## config.mk

```make
export PLATFORM = sky130hd
export DESIGN_NAME = trace_capture
export DESIGN_NICKNAME = d
export VERILOG_FILES = /design/src/rtl/trace_capture.sv
export SDC_FILE = /design/constraint.sdc
export NUM_CORES = 2
export LEC_CHECK = 0
export ABC_CLOCK_PERIOD_IN_PS = 11300
export BUFFER_PORTS_ARGS = -buffer_cell sky130_fd_sc_hd__buf_2
export CORE_MARGIN = 1.5
export CORE_UTILIZATION = 50
export CTS_CLUSTER_DIAMETER = 60
export DETAILED_ROUTE_END_ITERATION = 10
export GPL_TIMING_DRIVEN = 0
export PLACE_DENSITY_LB_ADDON = 0.2
export SLEW_MARGIN = 20
export SYNTH_ARGS = -nofsm -noshare
export SYNTH_HDL_FRONTEND = slang
export SYNTH_SLANG_ARGS = --single-unit
```

## constraint.sdc

```tcl
create_clock -name clk -period 11.3 [get_ports clk]
set_input_delay 3.39 -clock clk [delete_from_list [all_inputs] [get_ports clk]]
set_output_delay 3.39 -clock clk [all_outputs]
set_load 0.01 [all_outputs]
```

## src/rtl/trace_capture.sv

```systemverilog
// rtl/trace_capture.sv - passive trace recorder on the core observation bus; optional macro TRACE_TIMESTAMP_EN adds out_time
module trace_capture #(
    parameter int DEPTH = 16,
    parameter int AW    = 4
) (
    input  logic              clk,
    input  logic              reset,
    input  logic [31:0]       pc,
    input  logic [31:0]       instr,
    input  logic [31:0]       result,
    input  logic [3:0]        flags,
    input  logic              arm,
    input  logic              trig_pc_en,
    input  logic [31:0]       trig_pc,
    input  logic              stop,
    output logic              out_valid,
    input  logic              out_ready,
    output logic [31:0]       out_pc,
    output logic [31:0]       out_instr,
    output logic [31:0]       out_result,
    output logic [3:0]        out_flags,
    output logic [AW:0]       count,
    output logic [1:0]        state,
    output logic              overflow
`ifdef TRACE_TIMESTAMP_EN
    ,
    output logic [31:0]       out_time
`endif
);

    typedef enum logic [1:0] {
        ST_IDLE    = 2'd0,
        ST_ARMED   = 2'd1,
        ST_CAPTURE = 2'd2,
        ST_DONE    = 2'd3
    } state_e;

    typedef struct packed {
`ifdef TRACE_TIMESTAMP_EN
        logic [31:0] ts;
`endif
        logic [31:0] pc;
        logic [31:0] instr;
        logic [31:0] result;
        logic [3:0]  flags;
    } entry_t;

    localparam logic [AW:0]   FULL_COUNT = (AW + 1)'(DEPTH);
    localparam logic [AW:0]   CNT_ONE    = (AW + 1)'(1);
    localparam logic [AW-1:0] PTR_ONE    = AW'(1);

    state_e        state_q, state_d;
    logic [AW-1:0] wr_ptr_q, wr_ptr_d;
    logic [AW-1:0] rd_ptr_q, rd_ptr_d;
    logic [AW:0]   count_q, count_d;
    logic          overflow_q, overflow_d;
    logic          first_q, first_d;
    logic [31:0]   last_pc_q, last_pc_d;
    entry_t        hold_q, hold_d;
`ifdef TRACE_TIMESTAMP_EN
    logic [31:0]   time_q, time_d;
`endif

    entry_t        mem_q [DEPTH];
    entry_t        wr_entry;
    entry_t        head;

    logic          is_empty;
    logic          is_full;
    logic          pop;
    logic          cap_event;
    logic          trig_hit;
    logic          want_push;
    logic          push;
    logic          drop;

    // Capture/pop qualification; arm overrides everything, and a stop cycle records nothing
    always_comb begin
        is_empty  = (count_q == '0);
        is_full   = (count_q == FULL_COUNT);
        pop       = !is_empty && out_ready && !arm;
        cap_event = (state_q == ST_CAPTURE) && !arm && !stop &&
                    (first_q || (pc != last_pc_q));
        trig_hit  = (state_q == ST_ARMED) && !arm && (pc == trig_pc);
        want_push = cap_event || trig_hit;
        // a pop in the same cycle frees the slot, so a full FIFO can still accept
        push      = want_push && (!is_full || pop);
        drop      = want_push && is_full && !pop;
    end

    // Entry assembled from the live bus on the capture cycle
    always_comb begin
        wr_entry        = '0;
        wr_entry.pc     = pc;
        wr_entry.instr  = instr;
        wr_entry.result = result;
        wr_entry.flags  = flags;
`ifdef TRACE_TIMESTAMP_EN
        wr_entry.ts     = time_q;
`endif
    end

    // Head view: live slot while non-empty, otherwise the last value that was shown
    always_comb begin
        head   = is_empty ? hold_q : mem_q[rd_ptr_q];
        hold_d = head;
    end

    // Session control: state, first-cycle flag and sticky overflow
    always_comb begin
        state_d    = state_q;
        first_d    = first_q;
        overflow_d = overflow_q;
        if (arm) begin
            state_d    = trig_pc_en ? ST_ARMED : ST_CAPTURE;
            first_d    = 1'b1;
            overflow_d = 1'b0;
        end else begin
            case (state_q)
                ST_ARMED: begin
                    if (trig_hit) begin
                        state_d = drop ? ST_DONE : ST_CAPTURE;
                    end
                end
                ST_CAPTURE: begin
                    if (stop || drop) begin
                        state_d = ST_DONE;
                    end
                end
                default: begin
                    state_d = state_q;
                end
            endcase
            if (want_push) begin
                first_d = 1'b0;
            end
            if (drop) begin
                overflow_d = 1'b1;
            end
        end
    end

    // FIFO pointer and occupancy bookkeeping; arm flushes
    always_comb begin
        wr_ptr_d = wr_ptr_q;
        rd_ptr_d = rd_ptr_q;
        count_d  = count_q;
        if (arm) begin
            wr_ptr_d = '0;
            rd_ptr_d = '0;
            count_d  = '0;
        end else begin
            if (push) begin
                wr_ptr_d = wr_ptr_q + PTR_ONE;
            end
            if (pop) begin
                rd_ptr_d = rd_ptr_q + PTR_ONE;
            end
            if (push && !pop) begin
                count_d = count_q + CNT_ONE;
            end else if (pop && !push) begin
                count_d = count_q - CNT_ONE;
            end
        end
    end

    // Previous-PC tracker used for change detection, updated every cycle
    always_comb begin
        last_pc_d = pc;
    end

`ifdef TRACE_TIMESTAMP_EN
    // Free-running cycle counter, restarted by arm
    always_comb begin
        time_d = arm ? 32'd0 : (time_q + 32'd1);
    end
`endif

    // State registers with asynchronous clear
    always_ff @(posedge clk or posedge reset) begin
        if (reset) begin
            state_q    <= ST_IDLE;
            wr_ptr_q   <= '0;
            rd_ptr_q   <= '0;
            count_q    <= '0;
            overflow_q <= 1'b0;
            first_q    <= 1'b1;
            last_pc_q  <= '0;
            hold_q     <= '0;
`ifdef TRACE_TIMESTAMP_EN
            time_q     <= '0;
`endif
        end else begin
            state_q    <= state_d;
            wr_ptr_q   <= wr_ptr_d;
            rd_ptr_q   <= rd_ptr_d;
            count_q    <= count_d;
            overflow_q <= overflow_d;
            first_q    <= first_d;
            last_pc_q  <= last_pc_d;
            hold_q     <= hold_d;
`ifdef TRACE_TIMESTAMP_EN
            time_q     <= time_d;
`endif
        end
    end

    // Entry storage; contents are only observed through count-qualified reads
    always_ff @(posedge clk) begin
        if (push) begin
            mem_q[wr_ptr_q] <= wr_entry;
        end
    end

    assign out_valid  = !is_empty;
    assign out_pc     = head.pc;
    assign out_instr  = head.instr;
    assign out_result = head.result;
    assign out_flags  = head.flags;
    assign count      = count_q;
    assign state      = state_q;
    assign overflow   = overflow_q;
`ifdef TRACE_TIMESTAMP_EN
    assign out_time   = head.ts;
`endif

endmodule

```

## After elaboration in Yosys (flattened, before gate mapping)

Memory sizes are Yosys's and may differ from the RTL's.
Cells that the tools add are included.
W data, S select, Z words.

| operators by class | value |
|---|---|
| $add $sub $neg | 4 |
| multipliers | 0 |
| divide/modulo/power cells | 0 |
| magnitude comparators | 0 |
| equality and inequality tests | 7 |
| shift operators | 0 |
| multiplexer cells | 20 |
| bitwise logic cells | 0 |
| reduce and logical (&&, ||, !) cells | 30 |

Operator list:

| kind | count |
|---|---|
| $mux W100 | 1 |
| $eq A32 B32 Y1 | 1 |
| $ne A32 B32 Y1 | 1 |
| $mux W4 | 4 |
| $mux W5 | 3 |
| $logic_and A1 B1 Y1 | 12 |
| $add A4 B1 Y4 const B | 2 |
| $mux W2 | 4 |
| $reduce_bool A2 Y1 | 4 |
| $mux W1 | 7 |
| $logic_not A1 Y1 | 6 |
| $reduce_bool A3 Y1 | 2 |
| $add A5 B1 Y5 const B | 1 |
| $eq A5 B5 Y1 const B | 1 |
| $logic_not A5 Y1 | 1 |
| $sub A5 B1 Y5 const B | 1 |
| $logic_or A1 B1 Y1 | 4 |
| $pmux W2 S2 | 1 |
| $ne A3 B2 Y1 const B | 1 |
| $ne A3 B3 Y1 const B | 1 |
| $reduce_and A3 Y1 | 1 |
| $eq A2 B1 Y1 const B | 1 |
| $eq A2 B2 Y1 const B | 1 |

| storage, ports and cells | value |
|---|---|
| register bits | 149 |
| bits in latches | 0 |
| bits in writable memories | 1600 |
| ROM bits | 0 |
| output and inout bits | 109 |
| logic and storage cells | 73 |
| memories | 1 |

Memory list:

| name | depth | width | rd ports | clocked after Yosys merged registers in | write ports | line | source |
|---|---|---|---|---|---|---|---|
| mem_q | 16 | 100 | 1 | 0 | 1 | 64 | `entry_t mem_q [DEPTH];` |

## Depth between registers and ports, before layout

| depth | value |
|---|---|
| depth in word-level cells | 11 |
| gate-level depth with buffers | 12 |
| gate-level depth less buffers | 12 |

## Worst setup path after synthesis

No wires, ideal clock.

| timing | value |
|---|---|
| kind | input-to-reg |
| start | input port arm |
| end | memory mem_q[3][0] in the netlist's numbering (enable) |
| library setup time | 0.807 ns |
| arrival | 14.042 ns |
| required time | 10.493 ns |
| slack | -3.549 ns |
| stages | 5 |
| buffers on the path | 1 |
| cell sequence | buf_2 nor4b_1 a2bb2oi_2 nor2_1 nor4bb_1 |

| between the ends | value |
|---|---|
| longest elaborated chain between the ends | 8 |

RTL lines:

| what | line | source |
|---|---|---|
| from (decl) | 12 | `input logic arm,` |
| $logic_not A1 Y1 (*) | 81, 82, 84 |  |
| $logic_and A1 B1 Y1 (3 in a row) | 82 | `cap_event = (state_q == ST_CAPTURE) && !arm && !stop &&` |
| $logic_or A1 B1 Y1 | 85 | `want_push = cap_event \|\| trig_hit;` |
| $logic_and A1 B1 Y1 (*) | 87 | `push = want_push && (!is_full \|\| pop);` |
| $mux W1 (*) | 210 | `if (push) begin` |
| $mux W1 (implied by the code) (*) | 211 | `mem_q[wr_ptr_q] <= wr_entry;` |
| to (decl) | 64 |  |

Mark *: on every way between the ends. The rest lies on a longest branch, timed or not.

## Worst setup path in the final report

| timing | value |
|---|---|
| start | register rd_ptr_q[1] |
| end | output port out_instr[4] |

| between the ends | value |
|---|---|
| longest elaborated chain between the ends | 2 |

RTL lines:

| what | line | source |
|---|---|---|
| from (decl) | 54 | `logic [AW-1:0] rd_ptr_q, rd_ptr_d;` |
| from (signal assigned) | 196 | `rd_ptr_q <= rd_ptr_d;` |
| $mem_v2 Z16 W100 | n/a |  |
| $mux W100 | 105 | `head = is_empty ? hold_q : mem_q[rd_ptr_q];` |
| to (decl) | 19 | `output logic [31:0] out_instr,` |

No other way between the ends.

==> results.yml <==
sta:
  clock.fmax_mhz: 124
  rsz0062_at_grt: "false"
  skew_ns: 0.0306
  finalHoldViolCount: 0
  finalCritPeriodShare_pct: 71.3
  tightestPinTransition_ns: 1.10
  setup_viol: 0
  fin_crit_ns: 8.06
  hold_ws_ns: 0.493
  finalMaxSlewViolations: 0
  tns_ns: 0
  slew_headroom_pct: 26.6
place:
  io_buffers: 245
  gp_congestion: 0.789
  place_area_um2: 71300
  dpl.hpwl_mm: 96.2
  place_inst: 4759
worst_setup_path:
  critPathRequiredTime_ns: 7.91
  crit_type: "register to output pin"
  slowest_delay_ns: 0.86
  cp_cell_sequence: "clkbuf_1 > clkbuf_1 > clkbuf_1 > mux4_2 > mux4_2 > mux2_2 > buf_2"
  cp-end-kind: "output pin"
  cpLargestDelayFamily: "buffers and inverters"
  crit_top_cell: "clkbuf_1"
  crit_arrival_ns: 4.67
  slowest_stage: "clkbuf_1"
  crit_buf_inv: 4
  cp_max_fo: 10
  start_kind: "register"
clocking:
  cts_setup_buffers: 0
  cts_resized: 0
  htreeDepth: 4
  cts_root_buffer: "clkbuf_16"
  clock_path_buffers: 3
  clock_sinks: 1749
  cts_buffers: 174
  clk_pin_slew_ns: 0.06
  cts_hold_buf: 0
  cts_tree: "built"
  worstSkewPairLatency_ns: 0.80
routing:
  first_iter_violations: 3282
  wire_per_inst_um: 31.9
  vias_per_cell: 6.08
  dr.pass1.iters: 7
  drtAntennaViolNets: 0
  wl_mm: 163
  drc: 0
  dr_total_vias: 30900
cells_and_area:
  drive_above_1_share_pct: 37.4
  area_growth_pct: 15.9
  seq_area_um2: 51800
  multi_input_area_um2: 14000
  finish.instance_area_um2: 76900
  final_nets: 3328
  final_cells: 5093
  nFillCells: 9295
logic_synthesis:
  ys_warn_count: 0
  yosysUniqueCellTypes: 42
  synth_top_area_share_pct: 72.4
  synth_ff_type: "edfxtp_1"
  synth_common_cells: "edfxtp_1 (1600), mux4_2 (500), dfrtp_1 (148)"
  ys_seq_elements: 1749
  synth_area_leaders: "edfxtp_1 (72%), mux4_2 (17%), dfrtp_1 (5.6%)"
  synth_nets: 2835
  synth_top_area_cell: "edfxtp_1"
  syn_area_um2: 66300
  synth_edf_count: 1600
  async_flop_share_pct: 8.52
  yosysMostFrequentCell: "edfxtp_1"
  avgSynthCellArea_um2: 24.7
  ys_seq_area_share_pct: 78.1
  syn_inst: 2687
power_and_ir_drop:
  power.density_nw_per_um2: 216
  leakage_nw: 24.4
  max-vdd-ir-drop_v: 0.000155
  power_mw: 16.6
die:
  die_h_um: 367
  dieArea_um2: 135000
  initial_utilization_pct: 50.4
  core-area_um2: 131000
  rows: 133
  ios: 247
  fp.dieW_um: 367
job:
  drv_cap: 0
outcome:
  outcome: "finished clean"
global_route:
  grt.overflow.total: 0
  grt_antenna_before_repair: 16
  grt_pass1_wl_mm: 231
  track_usage_pct: 24.4
  grt_max_degree: 77
  first_global_vias: 32600
min_path:
  hold_class: "register to register"
cell usage in the layout, fill, tap and decap left out, types with 4 or more instances in the layout:
cell type,n
buf_4,6
buf_12,30
nand2b_1,5
nand4_1,15
buf_1,10
nor2b_1,5
edfxtp_1,1600
clkbuf_8,22
xnor2_1,39
clkinvlp_4,5
and4_4,4
nand2_1,12
nand3_1,11
buf_2,291
xor2_1,30
clkbuf_1,117
clkbuf_2,12
mux4_2,500
nor2_1,13
mux2_2,102
a21oi_1,7
bufinv_16,7
buf_6,11
ha_1,9
and4b_4,8
dfrtp_1,148
diode_2,10
inv_6,6
buf_16,25
clkinv_1,25
clkbuf_16,180
clkinv_2,20
nor4_1,11
worst paths after layout:
kind / startpoint / endpoint / slack, ns / cells after the start
max in group asynchronous: reset / hold_q[87]$_DFF_PP0_ / 7.53 / 3
hold / removal: hold_q[62]$_DFF_PP0_ / hold_q[62]$_DFF_PP0_ / 0.49 / 1
setup reg to reg: state[1]$_DFFE_PP0P_ / mem_q[2][41]$_DFFE_PP_ / 7.40 / 8
setup / recovery: rd_ptr_q[1]$_DFFE_PP0P_ / out_instr[4] / 3.24 / 7
hold reg to reg: hold_q[62]$_DFF_PP0_ / hold_q[62]$_DFF_PP0_ / 0.49 / 1
min in group asynchronous: reset / hold_q[26]$_DFF_PP0_ / 2.71 / 2
cells by family after synthesis:
kind of cell | after synthesis | share of synthesized area (%)
DFF | 1749 | 78.1
muxes | 609 | 18.8
buffers and inverters | 135 | 0.849
and+or+nand+nor | 98 | 0.928
xor gates and xnor gates | 69 | 0.911
AOI/OAI and AO/OA | 17 | 0.198
adders and majority gates | 10 | 0.200
routing by layer:
layer  track usage, %  part of all wire, %  up-vias  routed length (um)
met3             4.38                  7.3      246               11800
met1             32.9                   39    16800               64100
met4             6.69                  2.2        6                3580
met5                0                0.025        -                  41
met2             41.1                   51     1309               83000
li1                 -                    -    12500                   -
cell type report:
cell class | instances | area share (%)
Inverter | 4 | 0.0293
Sequential cell | 1749 | 67.4
Tap cell | 1755 | 2.86
Multi-Input combinational cell | 803 | 18.3
Timing Repair Buffer | 317 | 3.50
Clock inverter | 67 | 0.702
Buffer | 131 | 0.739
Antenna cell | 10 | 0.0326
Clock buffer | 257 | 6.52
registers in the layout, indices dropped and copies added, names as in the netlist:
register   flops
count          5
overflow       1
mem_q       1600
wr_ptr_q       4
hold_q       100
state          2
first_q        1
last_pc_q     32
rd_ptr_q       4
metrics by stage:
stage / worst slack [ns] / util (%)
after floorplan: 0.353 / -
after detailed placement: 3.85 / 54.2
final: 3.24 / 58.5
after global placement: -8.33 / 53.1
after CTS: 3.22 / 58.4
after global routing: 3.13 / 58.5
power by group:
group	switching [mW]	total (mW)	internal (mW)
logic	1.98	3.70	1.73
clock network	2.35	5.58	3.23
registers	0.0642	7.36	7.29
No activity file was read; power rests on OpenSTA's default activity.
